--- config.mk ---
export PLATFORM = sky130hd
export DESIGN_NAME = mbus_ctrl_v3
export DESIGN_NICKNAME = d
export VERILOG_FILES = /design/src/rtl/mbus_ctrl_pkg.sv /design/src/rtl/mbus_half_period_timer.sv /design/src/rtl/mbus_ctrl_v3.sv
export SDC_FILE = /design/constraint.sdc
export NUM_CORES = 1
export LEC_CHECK = 0
export ABC_CLOCK_PERIOD_IN_PS = 2900
export BUFFER_PORTS_ARGS = -buffer_cell sky130_fd_sc_hd__buf_2
export CORE_ASPECT_RATIO = 1.1
export CORE_MARGIN = 5
export CORE_UTILIZATION = 45
export CTS_BUF_LIST = sky130_fd_sc_hd__clkbuf_2
export DETAILED_ROUTE_END_ITERATION = 16
export PLACE_DENSITY = 0.68
export SYNTH_ARGS = -nofsm -noshare
export SYNTH_HDL_FRONTEND = slang
export SYNTH_SLANG_ARGS = --single-unit
--- constraint.sdc ---
create_clock -name clk_in -period 2.9 [get_ports clk_in]
set_input_delay 0.725 -clock clk_in [delete_from_list [all_inputs] [get_ports clk_in]]
set_output_delay 0.725 -clock clk_in [all_outputs]
set_load 0.05 [all_outputs]
--- src/rtl/mbus_ctrl_pkg.sv ---
// Shared types and defaults for the MBus root controller.
// Holds the controller state encoding and a ceiling-log2 helper for counter sizing.
package mbus_ctrl_pkg;

    localparam int unsigned DefDivW            = 8;
    localparam int unsigned DefDivDefault      = 10;
    localparam int unsigned DefStartHalfCycles = 6;
    localparam int unsigned DefResetCycles     = 7;
    localparam int unsigned DefIntToggles      = 4;
    localparam int unsigned DefMaxBusCycles    = 0;

    typedef enum logic [2:0] {
        StIdle,
        StArb,
        StRunLo,
        StRunHi,
        StFint,
        StRstHi,
        StRstLo
    } state_e;

    // Bits needed to hold values 0..v-1; never less than one bit.
    function automatic int unsigned clog2(input int unsigned v);
        int unsigned r;
        r = 0;
        while ((64'd1 << r) < 64'(v)) begin
            r = r + 1;
        end
        return (r == 0) ? 1 : r;
    endfunction

endpackage

--- src/rtl/mbus_half_period_timer.sv ---
// Free-running half-period timer: counts len-1 down to 0 and pulses tc at 0.
// The length is captured on load and reused for every reload until the next load.
module mbus_half_period_timer #(
    parameter int unsigned W = 8
) (
    input  logic         clk,
    input  logic         rst_n,
    input  logic         load,
    input  logic         start,
    input  logic         stop,
    input  logic [W-1:0] len,
    output logic         tc
);

    logic [W-1:0] len_q;
    logic [W-1:0] cnt_q;
    logic         run_q;
    logic [W-1:0] len_eff;

    assign len_eff = load ? len : len_q;
    assign tc      = run_q && (cnt_q == '0);

    always_ff @(posedge clk or negedge rst_n) begin
        if (!rst_n) begin
            len_q <= W'(1);
            cnt_q <= '0;
            run_q <= 1'b0;
        end else begin
            if (load) begin
                len_q <= len;
            end
            if (stop) begin
                run_q <= 1'b0;
                cnt_q <= '0;
            end else if (start) begin
                run_q <= 1'b1;
                cnt_q <= len_eff - W'(1);
            end else if (run_q) begin
                cnt_q <= (cnt_q == '0) ? (len_q - W'(1)) : (cnt_q - W'(1));
            end
        end
    end

endmodule

--- src/rtl/mbus_ctrl_v3.sv ---
// MBus ring root controller: sources the bus clock, forwards ring data, runs arbitration,
// detects node interjections and can force its own interjection or time out a transaction.
module mbus_ctrl_v3
    import mbus_ctrl_pkg::*;
#(
    parameter int unsigned DIV_W             = DefDivW,
    parameter int unsigned DIV_DEFAULT       = DefDivDefault,
    parameter int unsigned START_HALF_CYCLES = DefStartHalfCycles,
    parameter int unsigned RESET_CYCLES      = DefResetCycles,
    parameter int unsigned INT_TOGGLES       = DefIntToggles,
    parameter int unsigned MAX_BUS_CYCLES    = DefMaxBusCycles
) (
    input  logic             clk_in,
    input  logic             rst_n,
    input  logic             din,
    output logic             dout,
    output logic             clk_out,
    input  logic             div_sel,
    input  logic [DIV_W-1:0] div,
    input  logic             force_int,
    output logic             busy,
    output logic             int_done,
    output logic             timeout
);

    localparam int unsigned HalfMax =
        ((START_HALF_CYCLES > INT_TOGGLES) ? START_HALF_CYCLES : INT_TOGGLES) - 1;
    localparam int unsigned HalfW = clog2(HalfMax + 1);
    localparam int unsigned RstW  = clog2(RESET_CYCLES);
    localparam int unsigned BusW  = clog2(MAX_BUS_CYCLES + 1);

    localparam logic [HalfW-1:0] ArbLoad  = HalfW'(START_HALF_CYCLES - 1);
    localparam logic [HalfW-1:0] FintLoad = HalfW'(INT_TOGGLES - 1);
    localparam logic [RstW-1:0]  RstLoad  = RstW'(RESET_CYCLES - 1);
    localparam logic [BusW-1:0]  BusMax   = BusW'(MAX_BUS_CYCLES);

    state_e            state_q, state_d;
    logic [HalfW-1:0]  half_q, half_d;
    logic [RstW-1:0]   rst_cnt_q, rst_cnt_d;
    logic [1:0]        hist_q, hist_d;
    logic              tog_q, tog_d;
    logic [BusW-1:0]   bus_q, bus_d;
    logic [BusW-1:0]   bus_inc;
    logic              int_done_q, int_done_d;
    logic              timeout_q, timeout_d;
    logic              wd_expired;
    logic [DIV_W-1:0]  h_sel;
    logic              tc;
    logic              t_load, t_start, t_stop;

    assign h_sel      = div_sel ? ((div == '0) ? DIV_W'(1) : div) : DIV_W'(DIV_DEFAULT);
    assign bus_inc    = bus_q + BusW'(1);
    assign wd_expired = (MAX_BUS_CYCLES != 0) && (bus_q == BusMax);

    mbus_half_period_timer #(
        .W(DIV_W)
    ) u_timer (
        .clk  (clk_in),
        .rst_n(rst_n),
        .load (t_load),
        .start(t_start),
        .stop (t_stop),
        .len  (h_sel),
        .tc   (tc)
    );

    always_comb begin
        state_d    = state_q;
        half_d     = half_q;
        rst_cnt_d  = rst_cnt_q;
        hist_d     = hist_q;
        tog_d      = tog_q;
        bus_d      = bus_q;
        int_done_d = 1'b0;
        timeout_d  = 1'b0;
        t_load     = 1'b0;
        t_start    = 1'b0;
        t_stop     = 1'b0;
        unique case (state_q)
            StIdle: begin
                if (!din) begin
                    state_d = StArb;
                    half_d  = ArbLoad;
                    t_load  = 1'b1;
                    t_start = 1'b1;
                end
            end
            StArb: begin
                if (tc) begin
                    if (half_q == '0) state_d = StRunLo;
                    else              half_d  = half_q - HalfW'(1);
                end
            end
            StRunLo: begin
                if (tc) begin
                    state_d = StRunHi;
                    hist_d  = {hist_q[0], din};
                end
            end
            StRunHi: begin
                // Detect beats a forced or watchdog interjection; restart so RST_HI is a full half.
                if (hist_q[1] ^ hist_q[0]) begin
                    state_d   = StRstHi;
                    rst_cnt_d = RstLoad;
                    t_start   = 1'b1;
                end else if (tc) begin
                    if (force_int || wd_expired) begin
                        state_d = StFint;
                        tog_d   = din;
                        half_d  = FintLoad;
                    end else begin
                        state_d = StRunLo;
                        if (bus_q != BusMax) begin
                            bus_d     = bus_inc;
                            timeout_d = (bus_inc == BusMax);
                        end
                    end
                end
            end
            StFint: begin
                if (tc) begin
                    if (half_q == '0) begin
                        state_d   = StRstHi;
                        rst_cnt_d = RstLoad;
                    end else begin
                        half_d = half_q - HalfW'(1);
                        tog_d  = ~tog_q;
                    end
                end
            end
            StRstHi: begin
                if (tc) state_d = StRstLo;
            end
            StRstLo: begin
                if (tc) begin
                    if (rst_cnt_q != '0) begin
                        rst_cnt_d = rst_cnt_q - RstW'(1);
                        state_d   = StRstHi;
                    end else begin
                        state_d    = StIdle;
                        t_stop     = 1'b1;
                        hist_d     = 2'b00;
                        bus_d      = '0;
                        int_done_d = 1'b1;
                    end
                end
            end
            default: state_d = StIdle;
        endcase
    end

    always_ff @(posedge clk_in or negedge rst_n) begin
        if (!rst_n) begin
            state_q    <= StIdle;
            half_q     <= '0;
            rst_cnt_q  <= '0;
            hist_q     <= 2'b00;
            tog_q      <= 1'b1;
            bus_q      <= '0;
            int_done_q <= 1'b0;
            timeout_q  <= 1'b0;
        end else begin
            state_q    <= state_d;
            half_q     <= half_d;
            rst_cnt_q  <= rst_cnt_d;
            hist_q     <= hist_d;
            tog_q      <= tog_d;
            bus_q      <= bus_d;
            int_done_q <= int_done_d;
            timeout_q  <= timeout_d;
        end
    end

    always_comb begin
        busy     = (state_q != StIdle);
        clk_out  = !((state_q == StRunLo) || (state_q == StRstLo));
        int_done = int_done_q;
        timeout  = timeout_q;
        if (state_q == StIdle)      dout = 1'b1;
        else if (state_q == StFint) dout = tog_q;
        else                        dout = din;
    end

endmodule

==> flow_metrics.py, run 1 <==
metrics = {
    "power": {
        "total_power_mw": 2.27,
        "p_leak_nw": 0.995,
        "power_density_nw_per_um2": 1020,
        "pwr-share-comb_pct": 56.3,
        "p_int_mw": 1.19,
        "ir_drop_mv": 0.454,
        "power_switching_share_pct": 47.4,
        "p_clk_share_pct": 9.5,
        "seq_power_share_pct": 34.2,
        "power_switching_mw": 1.07,
    },
    "placed_design": {
        "dpl.cell_count": 298,
        "place_area_um2": 2180,
        "place_congestion": 0.794,
        "dp_hpwl_um": 3560,
        "dpl_worst_slack_ps": 191,
        "port_buffers": 16,
    },
    "global_route": {
        "grt_max_degree": 31,
        "grt_usage_pct": 16.8,
        "grt-ovfl-total": 0,
        "antenna_found_initial": 0,
        "grt_pass1_vias": 1598,
        "grt_pass1_wl_um": 7780,
    },
    "timing": {
        "hold_violations": 0,
        "timing.hold.ws_ps": 359,
        "worst_slack_ps": 390,
        "finalMaxSlewViolations": 0,
        "relSlewSlack_pct": 53.8,
        "setup_viol": 0,
        "min_period_ps": 2510,
        "fmax_mhz": 398,
        "tns_ps": 0,
        "worst_pin_slew_ps": 691,
        "period_share_pct": 86.6,
        "skew_ps": 17.4,
        "rsz0062_at_grt": "false",
    },
    "clock_network": {
        "cts_tree": "yes",
        "cts.htree.levels": 2,
        "cts_resized": 0,
        "clock-root-buffer": "clkbuf_2",
        "post-cts-setup-buffer-count": 0,
        "cts_made_buffers": 5,
        "cts.clk_slew.worst_paths_ps": 180,
        "insertion_delay_ps": 370,
        "clk_path_buf_depth": 2,
        "cts_hold_buf": 0,
        "numClockSinks": 30,
    },
    "synthesis": {
        "ys_async_sr_fraction_pct": 100,
        "synth_area_leaders": "dfrtp_1 (34%), mux2i_1 (4.4%), inv_1 (4.0%)",
        "synth_compound_area_share_pct": 24.0,
        "synth_nets": 251,
        "yosys_warnings": 0,
        "ys_ff_latch": 30,
        "syn_inst": 233,
        "synth_top_area_cell": "dfrtp_1",
        "synth_edf_count": 0,
        "synth_top_area_share_pct": 34.1,
        "netlist_area_um2": 2060,
        "synth_top_family_by_area": "compound AO/OA/AOI/OAI gates",
        "synthAdderAreaFrac_pct": 3.04,
        "seq_area_frac_synth_pct": 36.6,
        "synthSimpleGateAreaFrac_pct": 19.2,
        "synthFlopType": "dfrtp_1",
        "synth.area.mux_share_pct": 6.03,
        "synth_xor_area_share_pct": 3.77,
        "synth_cell_types": 56,
        "avgSynthCellArea_um2": 8.82,
    },
    "job": {
        "drv_cap": 0,
    },
    "worst_setup_path": {
        "r2r_setup_slack_ps": 390,
        "cp_num_cells": 7,
        "worstSetupPathType": "register to register",
        "reg2reg_depth": 7,
        "slowest_delay_ps": 640,
        "critical_path.max_fanout": 11,
        "worstPathRequired_ps": 3190,
        "endpoint_kind": "register",
        "cp.arrival_ps": 2800,
        "startpoint": "state_q[1]$_DFFE_PN0P_",
        "cp_top_family": "compound AO/OA/AOI/OAI gates",
        "critPathCapture": "u_timer.cnt_q[6]$_DFFE_PN0P_",
        "timing.rr.start": "state_q[1]$_DFFE_PN0P_",
        "cp-start-kind": "register",
        "cp_cell_sequence": "or4_4 -> a21o_1 -> a221oi_1 -> ha_1 -> a21boi_1 -> xor2_1 -> a22o_1",
        "worst_path_max_delay_cell": "or4_4",
        "cp_num_buf_inv": 0,
        "reg2reg_to": "u_timer.cnt_q[6]$_DFFE_PN0P_",
    },
    "drt": {
        "via_count": 1767,
        "wirelength_um": 4720,
        "antenna_left": 0,
        "drc": 0,
        "wire_per_inst_um": 15.4,
        "initialDrtViolationCount": 130,
        "post_drt_via_cell_ratio": 5.77,
        "first_pass_iters": 4,
    },
    "floorplan": {
        "die_x_um": 74.4,
        "placement_rows": 25,
        "core_area_um2": 4350,
        "start_util_pct": 47.3,
        "die-area_um2": 6020,
        "ios": 18,
        "dieHeight_um": 80.9,
    },
    "cells_and_area": {
        "final_nets": 269,
        "fin_util_pct": 51.2,
        "syn2layout_area_growth_pct": 8.28,
        "stdcell_count": 306,
        "design_area_um2": 2230,
        "diodes": 0,
        "filler_cell_count": 425,
        "drive_above_1_share_pct": 18.3,
    },
    "worst_hold_path": {
        "min_path_type": "input pin to asynchronous set/reset pin",
    },
    "run_status": {
        "outcome": "completed",
    },
}
==> kinds of logic after synthesis <==
kind of cell | after synthesis
buffers and inverters | 33
other | 1
xor gates and xnor gates | 8
DFF | 30
muxes | 12
AOI/OAI and AO/OA | 72
and+or+nand+nor | 72
adders and majority gates | 5
==> flip-flops by register name (all words and copies together), names as in the netlist <==
register,cells
half_q,3
rst_cnt_q,3
int_done,1
state_q,3
u_timer.len_q,8
hist_q,2
u_timer.cnt_q,8
u_timer.run_q,1
tog_q,1
==> synth_stat cells, types with 2 or more instances <==
| master | instances |
|---|---|
| a22o_1 | 7 |
| or2_2 | 2 |
| nand3b_1 | 2 |
| ha_1 | 5 |
| xnor2_1 | 2 |
| nand2_1 | 17 |
| dfstp_2 | 2 |
| nor2b_1 | 2 |
| a41o_1 | 2 |
| nand2b_1 | 3 |
| nor2_2 | 2 |
| nand4b_1 | 2 |
| nand3_1 | 4 |
| nand4_1 | 3 |
| nor4_1 | 3 |
| clkbuf_1 | 3 |
| a211oi_1 | 3 |
| o211ai_1 | 2 |
| a21oi_1 | 16 |
| and2_1 | 2 |
| a21o_1 | 3 |
| inv_1 | 22 |
| or3b_2 | 2 |
| dfrtp_1 | 28 |
| o21ai_0 | 14 |
| xor2_1 | 5 |
| a31oi_1 | 6 |
| o31ai_1 | 5 |
| mux2_2 | 3 |
| mux2i_1 | 9 |
| a41oi_1 | 2 |
| o22a_1 | 2 |
| buf_2 | 3 |
| nor2_1 | 21 |
| buf_4 | 3 |
==> cells in the final DEF, fill, tap and decap left out, types with 3 or more instances in the layout <==
master and count:
a211oi_1 3, a21o_1 3, a21oi_1 16, a22o_1 7, a31oi_1 6, buf_2 16, buf_4 6, clkbuf_2 5
dfrtp_1 28, ha_1 5, inv_1 22, mux2_2 3, mux2i_1 9, nand2_1 17, nand2b_1 3, nand3_1 4
nand4_1 3, nor2_1 21, nor4_1 3, o21ai_0 14, o31ai_1 5, xor2_1 5
==> area by class of cell <==
| type | instances | area [um^2] | area share (%) |
|---|---|---|---|
| tap | 54 | 67.6 | 3.04 |
| sequential | 30 | 753 | 33.8 |
| clock buffer | 5 | 25.0 | 1.12 |
| multi-input combinational | 170 | 1160 | 51.9 |
| clock inverter | 3 | 16.3 | 0.731 |
| inverter | 22 | 82.6 | 3.71 |
| timing repair buffer | 22 | 125 | 5.62 |
==> layer usage <==
layer | vias up | GRT usage (%) | routed length [um]
met5 | - | 0 | 0
li1 | 884 | - | -
met4 | 0 | 5.87 | 87
met1 | 821 | 21.1 | 2110
met2 | 50 | 27.9 | 2300
met3 | 12 | 3.84 | 226
==> worst min path at each step <==
stage	from	end	cells past startpoint	slack (ps)
finish	rst_n	hist_q[0]$_DFFE_PN0P_	1	360
global route	rst_n	hist_q[1]$_DFFE_PN0P_	1	370
CTS	rst_n	hist_q[1]$_DFFE_PN0P_	1	360
detailed placement	rst_cnt_q[2]$_DFFE_PN0P_	rst_cnt_q[2]$_DFFE_PN0P_	1	480
global placement	rst_cnt_q[2]$_DFFE_PN0P_	rst_cnt_q[2]$_DFFE_PN0P_	1	480
floorplan	rst_n	half_q[0]$_DFFE_PN0P_	0	430
==> power groups by stage <==
stage                     sequential, mW  combinational [mW]  clock, mW
after floorplan                    0.704                1.06          0
after global placement             0.775                1.25          0
after detailed placement           0.776                1.28          0
after CTS                          0.770                1.28      0.225
after global routing               0.794                1.43      0.243
final                              0.775                1.28      0.215
==> worst reg2reg max path, cell delays in order (launching register included) <==
cell and delay [ps]:
dfrtp_1 550, or4_4 640, a21o_1 180, a221oi_1 330
ha_1 280, a21boi_1 200, xor2_1 80, a22o_1 190
(Power assumes the default switching activity.)
==> run 2: changes to the inputs <==
- BUFFER_PORTS_ARGS: -buffer_cell sky130_fd_sc_hd__buf_2 -> -buffer_cell sky130_fd_sc_hd__buf_4
- CTS_CLUSTER_DIAMETER: not set -> 80
==> run 2 against run 1 <==
Effect of this change: via count fell by 0.51%; clock power fell by 4%; core utilization rose by 1.3 points; cell area rose by 2.5%; clock-buffer cell count did not move; setup slack improved by 55 ps; cell count rose by 0.65%; clock skew fell by 2.9 ps; critical path type is now register to output port; largest power group unchanged.
==> flow_metrics.py, run 2 (synthesized netlist as in run 1, its figures left out) <==
metrics = {
    "cells_and_area": {
        "syn2layout_area_growth_pct": 11.0,
        "mostFrequentLayoutCell": "dfrtp_1",
        "diodes": 0,
        "stdcell_count": 308,
        "drive_above_1_share_pct": 18.9,
        "layout_common_cells": "dfrtp_1 (28), buf_4 (24), inv_1 (22)",
        "final_nets": 271,
        "filler_cell_count": 415,
        "reg_top3": "u_timer.cnt_q: 8 flops, u_timer.len_q: 8 flops",
    },
    "global_route": {
        "grt_max_degree": 31,
        "busiest_layer": "met2",
        "grt-ovfl-total": 0,
        "grt_usage_pct": 16.9,
        "grt_pass1_vias": 1673,
        "grtUsageMet2_pct": 28.6,
        "antenna_found_initial": 0,
        "use_met1_pct": 20.8,
        "grt_pass1_wl_um": 7860,
        "grtUsageMet3_pct": 3.71,
    },
    "floorplan": {
        "die-area_um2": 6020,
        "dieHeight_um": 80.9,
        "core_area_um2": 4350,
        "start_util_pct": 47.3,
        "placement_rows": 25,
        "die_x_um": 74.4,
        "ios": 18,
    },
    "worst_setup_path": {
        "slowest_delay_ps": 480,
        "timing.rr.start": "state_q[1]$_DFFE_PN0P_",
        "worstSetupPathType": "register to output port",
        "reg2reg_to": "u_timer.cnt_q[6]$_DFFE_PN0P_",
        "r2r_setup_slack_ps": 450,
        "worstPathRequired_ps": 2170,
        "startpoint": "state_q[1]$_DFFE_PN0P_",
        "cp_cell_sequence": "buf_4 -> nor2_1 -> nor2_1 -> a31oi_1 -> buf_4",
        "endpoint_kind": "output port",
        "critical_path.max_fanout": 8,
        "cp.arrival_ps": 1730,
        "cp-start-kind": "register",
        "reg2reg_depth": 7,
        "worst_path_max_delay_cell": "dfrtp_1",
    },
    "drt": {
        "antenna_left": 0,
        "via_count": 1758,
        "first_pass_iters": 4,
        "wirelength_um": 4630,
        "initialDrtViolationCount": 112,
        "wire_per_inst_um": 15.0,
        "post_drt_via_cell_ratio": 5.71,
        "drc": 0,
    },
    "timing": {
        "setup_viol": 0,
        "tns_ps": 0,
        "min_period_ps": 2450,
        "skew_ps": 14.5,
        "relSlewSlack_pct": 51.8,
        "rsz0062_at_grt": "false",
        "finalMaxSlewViolations": 0,
        "worst_pin_slew_ps": 721,
        "hold_violations": 0,
        "fmax_mhz": 407,
        "period_share_pct": 84.6,
    },
    "power": {
        "total_power_mw": 2.28,
        "power_density_nw_per_um2": 999,
        "ir_drop_mv": 0.387,
        "p_leak_nw": 1.02,
    },
    "clock_network": {
        "cts_tree": "yes",
        "clock-root-buffer": "clkbuf_2",
        "cts_made_buffers": 5,
        "clk_path_buf_depth": 2,
        "cts.htree.levels": 2,
        "insertion_delay_ps": 370,
        "post-cts-setup-buffer-count": 0,
        "numClockSinks": 30,
        "cts_hold_buf": 0,
        "cts_resized": 0,
        "cts.clk_slew.worst_paths_ps": 170,
    },
    "placed_design": {
        "place_congestion": 0.841,
        "dp_hpwl_um": 3520,
        "dpl.cell_count": 300,
        "port_buffers": 16,
    },
    "run_status": {
        "outcome": "completed",
    },
    "worst_hold_path": {
        "min_path_type": "input pin to asynchronous set/reset pin",
    },
    "job": {
        "drv_cap": 0,
    },
}
run 2: changes by cell type in the layout (fill, tap and decap cells not counted), sizes merged:
cell  delta
buf      +2
run 2: per-stage QoR:
step | util, % | hold slack (ps) | worst slack (ps) | cell area (um^2)
2_1_floorplan | - | 429 | 463 | 2060
3_3_place_gp | 51.5 | 477 | 227 | 2240
3_5_place_dp | 51.5 | 484 | 198 | 2240
4_1_cts | 52.5 | 238 | 405 | 2280
5_1_grt | 52.5 | 222 | 247 | 2280
6_report | 52.5 | 245 | 445 | 2280
run 2: worst max-delay path by stage:
stage	to	slack, ps	cells past startpoint
3_5_place_dp	u_timer.cnt_q[6]$_DFFE_PN0P_	200	8
3_3_place_gp	u_timer.cnt_q[6]$_DFFE_PN0P_	230	8
5_1_grt	dout	250	5
6_report	dout	450	5
2_1_floorplan	u_timer.cnt_q[6]$_DFFE_PN0P_	460	7
4_1_cts	dout	400	5
run 2: routing by layer:
layer | wire length (um) | vias to the layer above | part of all wire, %
li1 | - | 879 | -
met1 | 2020 | 837 | 44
met2 | 2320 | 34 | 50
met3 | 191 | 8 | 4.1
met4 | 95 | 0 | 2.1
met5 | 0 | - | 0
run 2: power breakdown:
group,internal (mW),switching [mW]
sequential,0.590,0.171
clock,0.0549,0.153
combinational,0.573,0.736
total,1.22,1.06
run 2: final cells by class:
class                           instances  area, um^2  share of cell area [%]
Multi-Input combinational cell        170        1160                    50.7
Sequential cell                        30         753                    33.0
Timing Repair Buffer                   24         180                    7.90
Inverter                               22        82.6                    3.62
Tap cell                               54        67.6                    2.96
Clock buffer                            5        25.0                    1.10
Clock inverter                          3        16.3                   0.713
run 2: worst max-delay path: cells and delay by family, from the launching register on:
family                 cells  cell delay, ps
flip-flops                 1             480
buffers and inverters      2             410
AND/OR/NAND/NOR            2             320
AO/OA/AOI/OAI              1             140
==> run 3: changes to the inputs <==
- ABC_AREA: not set -> 1
- ABC_CLOCK_PERIOD_IN_PS: 2900 -> 2500
- clock period: 2.9 -> 2.5 ns (I/O delays scaled with it)
==> run 3 against run 2 <==
Effect of this change: global-route usage decreased by 0.21 points; clock power increased by 55%; worst hold slack got worse by 86 ps.
==> flow_metrics.py, run 3 <==
metrics = {
    "worst_setup_path": {
        "cp_num_cells": 7,
        "slowest_delay_ps": 480,
        "worst_path_max_delay_cell": "dfrtp_1",
        "r2r_setup_slack_ps": 280,
        "endpoint_kind": "output port",
        "cp.arrival_ps": 1590,
        "cp_num_buf_inv": 3,
        "worstPathRequired_ps": 1880,
        "cp-start-kind": "register",
        "cp_cell_sequence": "nor2_1 -> nand2_1 -> inv_1 -> nand2_1 -> o21ai_0 -> inv_1 -> buf_4",
        "critical_path.max_fanout": 7,
        "reg2reg_depth": 12,
        "worstSetupPathType": "register to output port",
        "cp_top_family": "flip-flops",
    },
    "timing": {
        "period_share_pct": 88.8,
        "timing.hold.ws_ps": 158,
        "setup_viol": 0,
        "worst_slack_ps": 281,
        "rsz0062_at_grt": "false",
        "tns_ps": 0,
        "fmax_mhz": 451,
        "finalMaxSlewViolations": 0,
        "skew_ps": 24.4,
        "hold_violations": 0,
        "min_period_ps": 2220,
    },
    "synthesis": {
        "synth_commonest_cells": "nand2_1 (95), inv_1 (41), dfrtp_1 (28), nor2_1 (22)",
        "synth_top_area_cell": "dfrtp_1",
        "avgSynthCellArea_um2": 7.03,
        "syn_inst": 284,
        "synth_top_area_share_pct": 35.1,
        "synthFlopType": "dfrtp_1",
        "yosys_warnings": 0,
        "ys_ff_latch": 30,
        "synth_cell_types": 33,
        "synth_edf_count": 0,
        "synth_area_leaders": "dfrtp_1 (35%), nand2_1 (18%), inv_1 (7.7%)",
        "seq_area_frac_synth_pct": 37.7,
        "synth_nets": 302,
        "netlist_area_um2": 2000,
        "synth_most_common_cell": "nand2_1",
        "ys_async_sr_fraction_pct": 100,
    },
    "floorplan": {
        "ios": 18,
        "die-area_um2": 5870,
        "dieHeight_um": 79.9,
        "core_area_um2": 4290,
        "start_util_pct": 46.6,
        "die_x_um": 73.5,
        "placement_rows": 25,
    },
    "cells_and_area": {
        "drive_above_1_share_pct": 16.7,
        "layout_common_cells": "nand2_1 (95), inv_1 (41), dfrtp_1 (28)",
        "diodes": 0,
        "fin_util_pct": 52.0,
        "stdcell_count": 360,
        "final_nets": 324,
        "reg_top3": "u_timer.cnt_q: 8 flops, u_timer.len_q: 8 flops",
        "syn2layout_area_growth_pct": 11.6,
        "design_area_um2": 2230,
        "mostFrequentLayoutCell": "nand2_1",
    },
    "drt": {
        "drc": 0,
        "wl_met2_um": 2220,
        "met1_length_um": 1950,
        "initialDrtViolationCount": 108,
        "dr_wl_met3_um": 155,
        "via_count": 1814,
        "first_pass_iters": 4,
        "wire_per_inst_um": 12.1,
        "antenna_left": 0,
        "post_drt_via_cell_ratio": 5.04,
        "wirelength_um": 4350,
        "maxUsedRoutingLayer": "met4",
    },
    "global_route": {
        "antenna_found_initial": 0,
        "grt_max_degree": 31,
        "grt_pass1_vias": 1752,
        "grt_usage_pct": 16.7,
        "grt_pass1_wl_um": 7690,
        "grt-ovfl-total": 0,
    },
    "placed_design": {
        "port_buffers": 16,
        "dpl_worst_slack_ps": 178,
        "place_area_um2": 2170,
        "dpl.cell_count": 353,
        "place_congestion": 0.841,
        "dp_hpwl_um": 3360,
    },
    "power": {
        "p_leak_nw": 1.22,
        "p_int_uw": 663,
        "power_switching_share_pct": 21.6,
        "seq_power_share_pct": 57.4,
        "total_power_uw": 846,
        "power_switching_uw": 182,
        "ir_drop_mv": 0.394,
        "power_density_nw_per_um2": 379,
        "p_clk_share_pct": 37.8,
        "pwr-share-comb_pct": 4.7,
    },
    "job": {
        "drv_cap": 0,
    },
    "worst_hold_path": {
        "min_path_type": "input pin to asynchronous set/reset pin",
    },
    "clock_network": {
        "cts_tree": "yes",
        "insertion_delay_ps": 360,
        "cts_resized": 0,
        "cts_hold_buf": 0,
        "clock-root-buffer": "clkbuf_2",
        "numClockSinks": 30,
        "cts_made_buffers": 5,
        "cts.htree.levels": 2,
        "clk_path_buf_depth": 2,
        "cts.clk_slew.worst_paths_ps": 160,
        "post-cts-setup-buffer-count": 0,
    },
    "run_status": {
        "outcome": "completed",
    },
}
[run 3: cell count changes after synthesis, sizes merged, moves of 7 or more]
cell   before  now
a21oi      16    7
mux2i       9    0
nand2      17  104
nand3       4   21
inv        22   43
a22o        7    0
[run 3: path summary, 6_finish.rpt]
kind	startpoint	to
min in group clk_in	tog_q$_DFFE_PN1P_	tog_q$_DFFE_PN1P_
worst max-delay path	state_q[0]$_DFFE_PN0P_	dout
max in group asynchronous	rst_n	u_timer.len_q[0]$_DFF_PN1_
worst max register to register	state_q[2]$_DFFE_PN0P_	u_timer.cnt_q[4]$_DFFE_PN0P_
worst min-delay path	rst_n	half_q[2]$_DFFE_PN0P_
worst min register to register	tog_q$_DFFE_PN1P_	tog_q$_DFFE_PN1P_
[run 3: layout make-up]
| class | instances | area [um^2] |
|---|---|---|
| Clock buffer | 5 | 25.0 |
| Clock inverter | 2 | 33.8 |
| Tap cell | 54 | 67.6 |
| Timing Repair Buffer | 18 | 135 |
| Sequential cell | 30 | 753 |
| Inverter | 43 | 161 |
| Multi-Input combinational cell | 208 | 1050 |
| Fill cell | 422 | 2060 |
[run 3: layer usage]
layer	up-vias	global-route usage [%]
li1	941	-
met1	846	19.5
met2	25	29.6
met3	2	3.78
met4	0	5.43
met5	-	0
[run 3: kinds of logic after synthesis]
kind of cell / after synthesis / synth area share, %
AOI/OAI and AO/OA: 40 / 12.0
xor gates and xnor gates: 3 / 1.32
adders and majority gates: 5 / 3.13
buffers and inverters: 46 / 9.59
DFF: 30 / 37.7
muxes: 1 / 0.564
other: 1 / 0.188
and+or+nand+nor: 158 / 35.5
[run 3: power by group through the flow]
stage	clock network (mW)	registers, mW	logic [mW]
final	0.320	0.486	0.0400
after global routing	0.357	0.486	0.0457
after CTS	0.334	0.486	0.0410
after detailed placement	0	0.494	0.0410
after global placement	0	0.494	0.0411
after floorplan	0	0.495	0.0127
